==> config.mk <==
export PLATFORM = sky130hd
export DESIGN_NAME = arrow_judge
export DESIGN_NICKNAME = d
export VERILOG_FILES = /design/src/rtl/arrow_judge.sv
export SDC_FILE = /design/constraint.sdc
export NUM_CORES = 1
export LEC_CHECK = 0
export CAP_MARGIN = 20
export CORE_MARGIN = 3
export CORE_UTILIZATION = 49
export CTS_CLUSTER_DIAMETER = 30
export DETAILED_ROUTE_END_ITERATION = 10
export GPL_TIMING_DRIVEN = 0
export PLACE_DENSITY = 0.84
export RECOVER_POWER = 100
export SYNTH_ARGS = -nofsm -noshare
export SYNTH_HDL_FRONTEND = slang
export SYNTH_SLANG_ARGS = --single-unit
==> constraint.sdc <==
create_clock -name clk -period 2.9 [get_ports clk]
set_clock_uncertainty 0.2 [all_clocks]
set_input_delay 0.29 -clock clk [delete_from_list [all_inputs] [get_ports clk]]
set_output_delay 0.29 -clock clk [all_outputs]
set_load 0.005 [all_outputs]
==> src/rtl/arrow_judge.sv <==
`default_nettype none
// ============================================================================
// Module   : arrow_judge
// Brief    : Previews incoming arrows and grades lane presses against a
//            timing window. Optional perfect grading: ARROW_JUDGE_PERFECT_EN.
// Revision : 1.0 - initial release
// ============================================================================
module arrow_judge #(
    parameter int NUM_ARROWS = 4,
    parameter int LEAD       = 3,
    parameter int WINDOW     = 25000000,
    parameter int SCORE_W    = 16
`ifdef ARROW_JUDGE_PERFECT_EN
    ,
    parameter int PERFECT    = WINDOW / 4
`endif
) (
    input  logic                  clk,
    input  logic                  rst,
    input  logic                  beat_tick,
    input  logic                  arrow_valid,
    input  logic [3:0]            arrow_in,
    input  logic [NUM_ARROWS-1:0] btn,
    output logic [4*LEAD-1:0]     preview_flat,
    output logic [LEAD-1:0]       preview_valid,
    output logic [3:0]            target_arrow,
    output logic                  target_active,
    output logic                  hit_pulse,
    output logic                  miss_pulse,
`ifdef ARROW_JUDGE_PERFECT_EN
    output logic                  perfect_pulse,
`endif
    output logic [SCORE_W-1:0]    score,
    output logic [7:0]            combo,
    output logic [7:0]            max_combo
);

    localparam int c_CNT_W = (WINDOW > 2) ? $clog2(WINDOW) : 1;
    localparam int c_Q_W   = $clog2(LEAD + 1);

    typedef enum logic [0:0] {
        S_IDLE  = 1'b0,
        S_JUDGE = 1'b1
    } state_t;

    state_t               r_state;
    state_t               w_state_next;
    logic [3:0]           r_q [LEAD];
    logic [3:0]           w_shift [LEAD];
    logic [c_Q_W-1:0]     r_count;
    logic [c_Q_W-1:0]     w_wr_idx;
    logic [3:0]           w_arrow_mod;
    logic                 w_pop;
    logic                 w_push;
    logic [NUM_ARROWS-1:0] r_btn_q;
    logic [NUM_ARROWS-1:0] w_edge;
    logic [NUM_ARROWS-1:0] w_target_mask;
    logic [c_CNT_W-1:0]   r_cnt;
    logic [c_CNT_W-1:0]   w_cnt_next;
    logic                 w_hit;
    logic                 w_miss;
    logic                 w_load;
    logic [1:0]           w_inc;
    logic [SCORE_W:0]     w_score_sum;
    logic [7:0]           w_combo_inc;

    // ------------------------------------------------------------------
    // Preview queue: head in slot 0; a full queue pops on each beat
    // ------------------------------------------------------------------
    assign w_arrow_mod = 4'(32'(arrow_in) % NUM_ARROWS);
    assign w_pop       = beat_tick && (r_count == c_Q_W'(LEAD));
    assign w_push      = beat_tick && arrow_valid;
    assign w_wr_idx    = w_pop ? (r_count - 1'b1) : r_count;

    for (genvar gi = 0; gi < LEAD; gi++) begin : g_slot
        if (gi < LEAD - 1) begin : g_mid
            assign w_shift[gi] = r_q[gi+1];
        end else begin : g_last
            assign w_shift[gi] = '0;
        end
        assign preview_flat[4*gi +: 4] = r_q[gi];
        assign preview_valid[gi]       = (c_Q_W'(gi) < r_count);
    end

    always_ff @(posedge clk or posedge rst) begin
        if (rst) begin
            for (int i = 0; i < LEAD; i++) begin
                r_q[i] <= '0;
            end
            r_count <= '0;
        end else if (beat_tick) begin
            for (int i = 0; i < LEAD; i++) begin
                if (w_push && (c_Q_W'(i) == w_wr_idx)) begin
                    r_q[i] <= w_arrow_mod;
                end else if (w_pop) begin
                    r_q[i] <= w_shift[i];
                end
            end
            r_count <= r_count - c_Q_W'(w_pop) + c_Q_W'(w_push);
        end
    end

    // ------------------------------------------------------------------
    // Judge FSM
    // ------------------------------------------------------------------
    assign w_edge        = btn & ~r_btn_q;
    assign w_target_mask = NUM_ARROWS'(1) << target_arrow;
    assign target_active = (r_state == S_JUDGE);

    always_ff @(posedge clk or posedge rst) begin
        if (rst) begin
            r_state <= S_IDLE;
        end else begin
            r_state <= w_state_next;
        end
    end

    always_comb begin
        w_state_next = r_state;
        w_cnt_next   = r_cnt;
        w_hit        = 1'b0;
        w_miss       = 1'b0;
        w_load       = 1'b0;
        case (r_state)
            S_IDLE: begin
                if (w_pop) begin
                    w_load       = 1'b1;
                    w_cnt_next   = '0;
                    w_state_next = S_JUDGE;
                end
            end
            S_JUDGE: begin
                // A new arrow overrides any press landing in the same cycle
                if (w_pop) begin
                    w_miss     = 1'b1;
                    w_load     = 1'b1;
                    w_cnt_next = '0;
                end else if (w_edge != '0) begin
                    w_hit        = (w_edge == w_target_mask);
                    w_miss       = (w_edge != w_target_mask);
                    w_state_next = S_IDLE;
                end else if (r_cnt == c_CNT_W'(WINDOW - 1)) begin
                    w_miss       = 1'b1;
                    w_state_next = S_IDLE;
                end else begin
                    w_cnt_next = r_cnt + 1'b1;
                end
            end
            default: begin
                w_state_next = S_IDLE;
            end
        endcase
    end

    // ------------------------------------------------------------------
    // Scoring
    // ------------------------------------------------------------------
`ifdef ARROW_JUDGE_PERFECT_EN
    logic w_perfect;
    assign w_perfect = w_hit && (int'(r_cnt) < PERFECT);
    assign w_inc     = w_perfect ? 2'd2 : 2'd1;
`else
    assign w_inc     = 2'd1;
`endif
    assign w_score_sum = {1'b0, score} + (SCORE_W+1)'(w_inc);
    assign w_combo_inc = (combo == 8'hFF) ? combo : combo + 8'd1;

    always_ff @(posedge clk or posedge rst) begin
        if (rst) begin
            r_btn_q      <= '0;
            r_cnt        <= '0;
            target_arrow <= '0;
            hit_pulse    <= 1'b0;
            miss_pulse   <= 1'b0;
            score        <= '0;
            combo        <= '0;
            max_combo    <= '0;
`ifdef ARROW_JUDGE_PERFECT_EN
            perfect_pulse <= 1'b0;
`endif
        end else begin
            r_btn_q    <= btn;
            r_cnt      <= w_cnt_next;
            hit_pulse  <= w_hit;
            miss_pulse <= w_miss;
`ifdef ARROW_JUDGE_PERFECT_EN
            perfect_pulse <= w_perfect;
`endif
            if (w_load) begin
                target_arrow <= r_q[0];
            end
            if (w_hit) begin
                score <= w_score_sum[SCORE_W] ? '1 : w_score_sum[SCORE_W-1:0];
                combo <= w_combo_inc;
                if (w_combo_inc > max_combo) begin
                    max_combo <= w_combo_inc;
                end
            end else if (w_miss) begin
                combo <= '0;
            end
        end
    end

endmodule
`default_nettype wire

==> flow_summary_export.csv <==
group,metric,value,unit
run_status,outcome,"complete, but fails checks",
run_status,failed_checks,"setup timing",
clock_tree,path_clk_slew,0.08,ns
min_path,hold_path.class,"reg -> reg",
placement,pre_cts_ws,-0.4236,ns
placement,dpl.hpwl,6.401,mm
global_route,grt_pass1_vias,3350,
placement,dpl_cell_area,0.004888,mm2
synth,yosysWarnings,0,
synth,syn_area,0.004089,mm2
route,drc,0,
sta,setup_slack,-0.1241,ns
synth,ys_top_cells_by_area,"dfrtp_1, ha_1, nand2_1, nor2_1, xnor2_1",
clock_tree,htreeDepth,3,
route,wl,9.461,mm
synth,ys_types,52,
floorplanning,coreArea,0.007928,mm2
layout,final_area,0.005243,mm2
route,ant_nets,0,
layout,num-nets-final,538,
pwr,powerDensity,550.1,mW/mm2
sta,post-route-period-util,104.3,%
global_route,gr-usage-all-layers,20.36,%
min_path,hold_path_end,"target_arrow[0]",
layout,n_fill_cell,606,
route,via_count,3474,
floorplanning,die_width,97.35,um
setup_path,critPathKind,"reg -> reg",
clock_tree,clk_latency,0.35,ns
synth,synth_ff_type,"dfrtp_1",
floorplanning,io-pin-count,66,
sta,tightest_slew,0.9578,ns
global_route,grt_pass1_wl,16.04,mm
sta,hold_ws,0.3116,ns
pwr,finalPower,2.884,mW
setup_path,path_max_fanout,8,
synth,yosysTopAreaCell,"dfrtp_1",
clock_tree,cts_tree,"built",
synth,avgSynthCellArea,9.782,um2
sta,max_slew_margin,36.15,%
placement,port_buffers,55,
sta,rsz0062_at_grt,"yes",
pwr,power.leakage,2.482,nW
global_route,grt_max_degree,72,
setup_path,end_kind,"flop",
layout,fin_util,66.13,%
clock_tree,cts_max_path_buffers,2,
synth,synthCells,418,
setup_path,rrSetupSlack,-0.12,ns
layout,regArea,0.001857,mm2
sta,fin_crit,3.024,ns
route,viasPerCell,5.649,
synth,ys_ff_latch,74,
setup_path,arrival,3.07,ns
min_path,hold_depth,2,
route,dr.pass1.iters,5,
layout,final_cells,615,
setup_path,crit_path_start_kind,"flop",
synth,ys_async_sr_fraction,100.0,%
clock_tree,clock-root-buffer,"clkbuf_8",
sta,hold_viol_final,0,
clock_tree,numCtsBuffers,9,
layout,multi_input_area,0.002181,mm2
sta,timing.fmax,330.7,MHz
setup_path,rr_worst_depth,13,
route,drtIter0Drc,192,
layout,mostFrequentLayoutCell,"dfrtp_1",
synth,yosysTopAreaCellShare,45.29,%
sta,setup-violations-final,8,
setup_path,cp_data_required_time,2.95,ns
placement,dp_cells,583,
min_path,hp-start,"preview_flat[0]",
route,wl_per_cell,15.38,um
synth,synth-edff-count,0,
global_route,antenna_found_initial,0,
floorplanning,initial_core_util,51.58,%
placement,gp_congestion,0.8581,
pwr,ir_drop,0.5793,mV
clock_tree,clock_sinks,74,
sta,setup_tns,-0.9356,ns
setup_path,r2r-end,"max_combo[2]",
floorplanning,die_h,97.35,um
layout,drive_above_1_share,15.20,%
sta,maxSlewViolCount,0,
layout,final_cell_mix,"dfrtp_1, nand2_1, dlygate4sd3_1",
floorplanning,die_area,0.009477,mm2
global_route,grt_overflow,0,
floorplanning,std_cell_rows,32,
synth,ys_seq_area_share,45.29,%
setup_path,timing.rr.start,"combo[0]",
layout,syn2layout_area_growth,28.21,%
job,cap_violations,0,
layout,insertedDiodeCount,0,
==> report_power, final <==
part / switching (mW) / internal (mW) / total [mW]
Combinational: 0.382 / 0.369 / 0.751
Clock: 0.376 / 0.493 / 0.869
Sequential: 0.124 / 1.14 / 1.26
Total: 0.882 / 2.00 / 2.88
==> critical path, cell delays in order, from the launching register on <==
cell and delay [ns]:
dfrtp_2 0.41, ha_4 0.15, inv_2 0.04, nor2_4 0.08
nand4_1 0.13, buf_6 0.17, mux2_4 0.32, ha_4 0.22
nor2b_4 0.12, o211ai_1 0.19, a21oi_1 0.10, a211o_1 0.27
o211ai_4 0.19, mux2_4 0.34
==> registers in the layout, summed over array words and instances (netlist names) <==
signal         flops
r_btn_q            4
score             16
hit_pulse          1
miss_pulse         1
target_active      1
r_cnt             25
combo              8
max_combo          8
target_arrow       2
preview_flat       6
r_count            2
==> area by class of cell <==
| cell class | instances | share of cell area (%) |
|---|---|---|
| Multi-Input combinational cell | 313 | 41.60 |
| Sequential cell | 74 | 35.42 |
| Timing Repair Buffer | 72 | 13.05 |
| Clock buffer | 15 | 3.556 |
| Tap cell | 102 | 2.434 |
| Buffer | 16 | 1.766 |
| Inverter | 22 | 1.599 |
| Clock inverter | 1 | 0.5728 |
==> synthesized netlist by cell type, drive strengths merged (2+ instances only) <==
| cell type | number |
|---|---|
| nand2b | 2 |
| a21oi | 16 |
| xnor2 | 13 |
| o31ai | 2 |
| nor2b | 7 |
| dfrtp | 74 |
| ha | 18 |
| a31oi | 3 |
| inv | 22 |
| or4 | 2 |
| or3 | 8 |
| nand2 | 52 |
| o21a | 3 |
| nor3 | 5 |
| a22o | 7 |
| a21o | 3 |
| nand4b | 2 |
| mux2 | 10 |
| nor4 | 10 |
| a211o | 3 |
| nor4b | 2 |
| buf | 10 |
| clkbuf | 6 |
| and3 | 10 |
| nor3b | 2 |
| o41ai | 3 |
| xor2 | 12 |
| nand4 | 15 |
| o211ai | 3 |
| a211oi | 2 |
| o21ai | 18 |
| mux2i | 9 |
| nor2 | 33 |
| nand3 | 23 |
==> metal layers <==
layer  up-vias  part of all wire (%)  track usage [%]
met5         -                     0                0
met4         0                  0.96            4.899
met3        15                   5.3            4.810
met2       111                    52            35.35
met1      1695                    42            25.76
li1       1653                     -                -
==> worst max path at each step <==
stage              from           end  slack, ns  depth (start not counted)
6_report       combo[0]  max_combo[2]      -0.12                         13
5_1_grt        combo[0]  max_combo[2]      -0.20                         13
4_1_cts        combo[0]  max_combo[6]      -0.11                         12
3_5_place_dp   combo[2]  max_combo[7]      -0.42                         11
3_3_place_gp        rst      combo[0]      -0.90                          2
2_1_floorplan  combo[0]  max_combo[4]      -0.10                         12
==> cells by family after synthesis <==
group | Yosys count | share of synthesized area (%)
xor+xnor | 25 | 5.355
flops | 74 | 45.29
compound gates | 65 | 11.32
buf+inv | 38 | 4.284
mux | 19 | 4.957
fa+ha+maj | 18 | 5.508
other cells | 1 | 0.09171
simple gates | 178 | 23.19
==> what timing repair did <==
| action | 4_1_cts | 5_1_grt |
|---|---|---|
| endpoints found under the hold margin | 3 | 0 |
| buffers inserted | 12 | 3 |
| hold buffers | 1 | 0 |
| setup endpoints to repair | 8 | 14 |
| resized for setup | 4 | 4 |
| pin swaps | 5 | 3 |
Power figures use the tool's default switching activity.
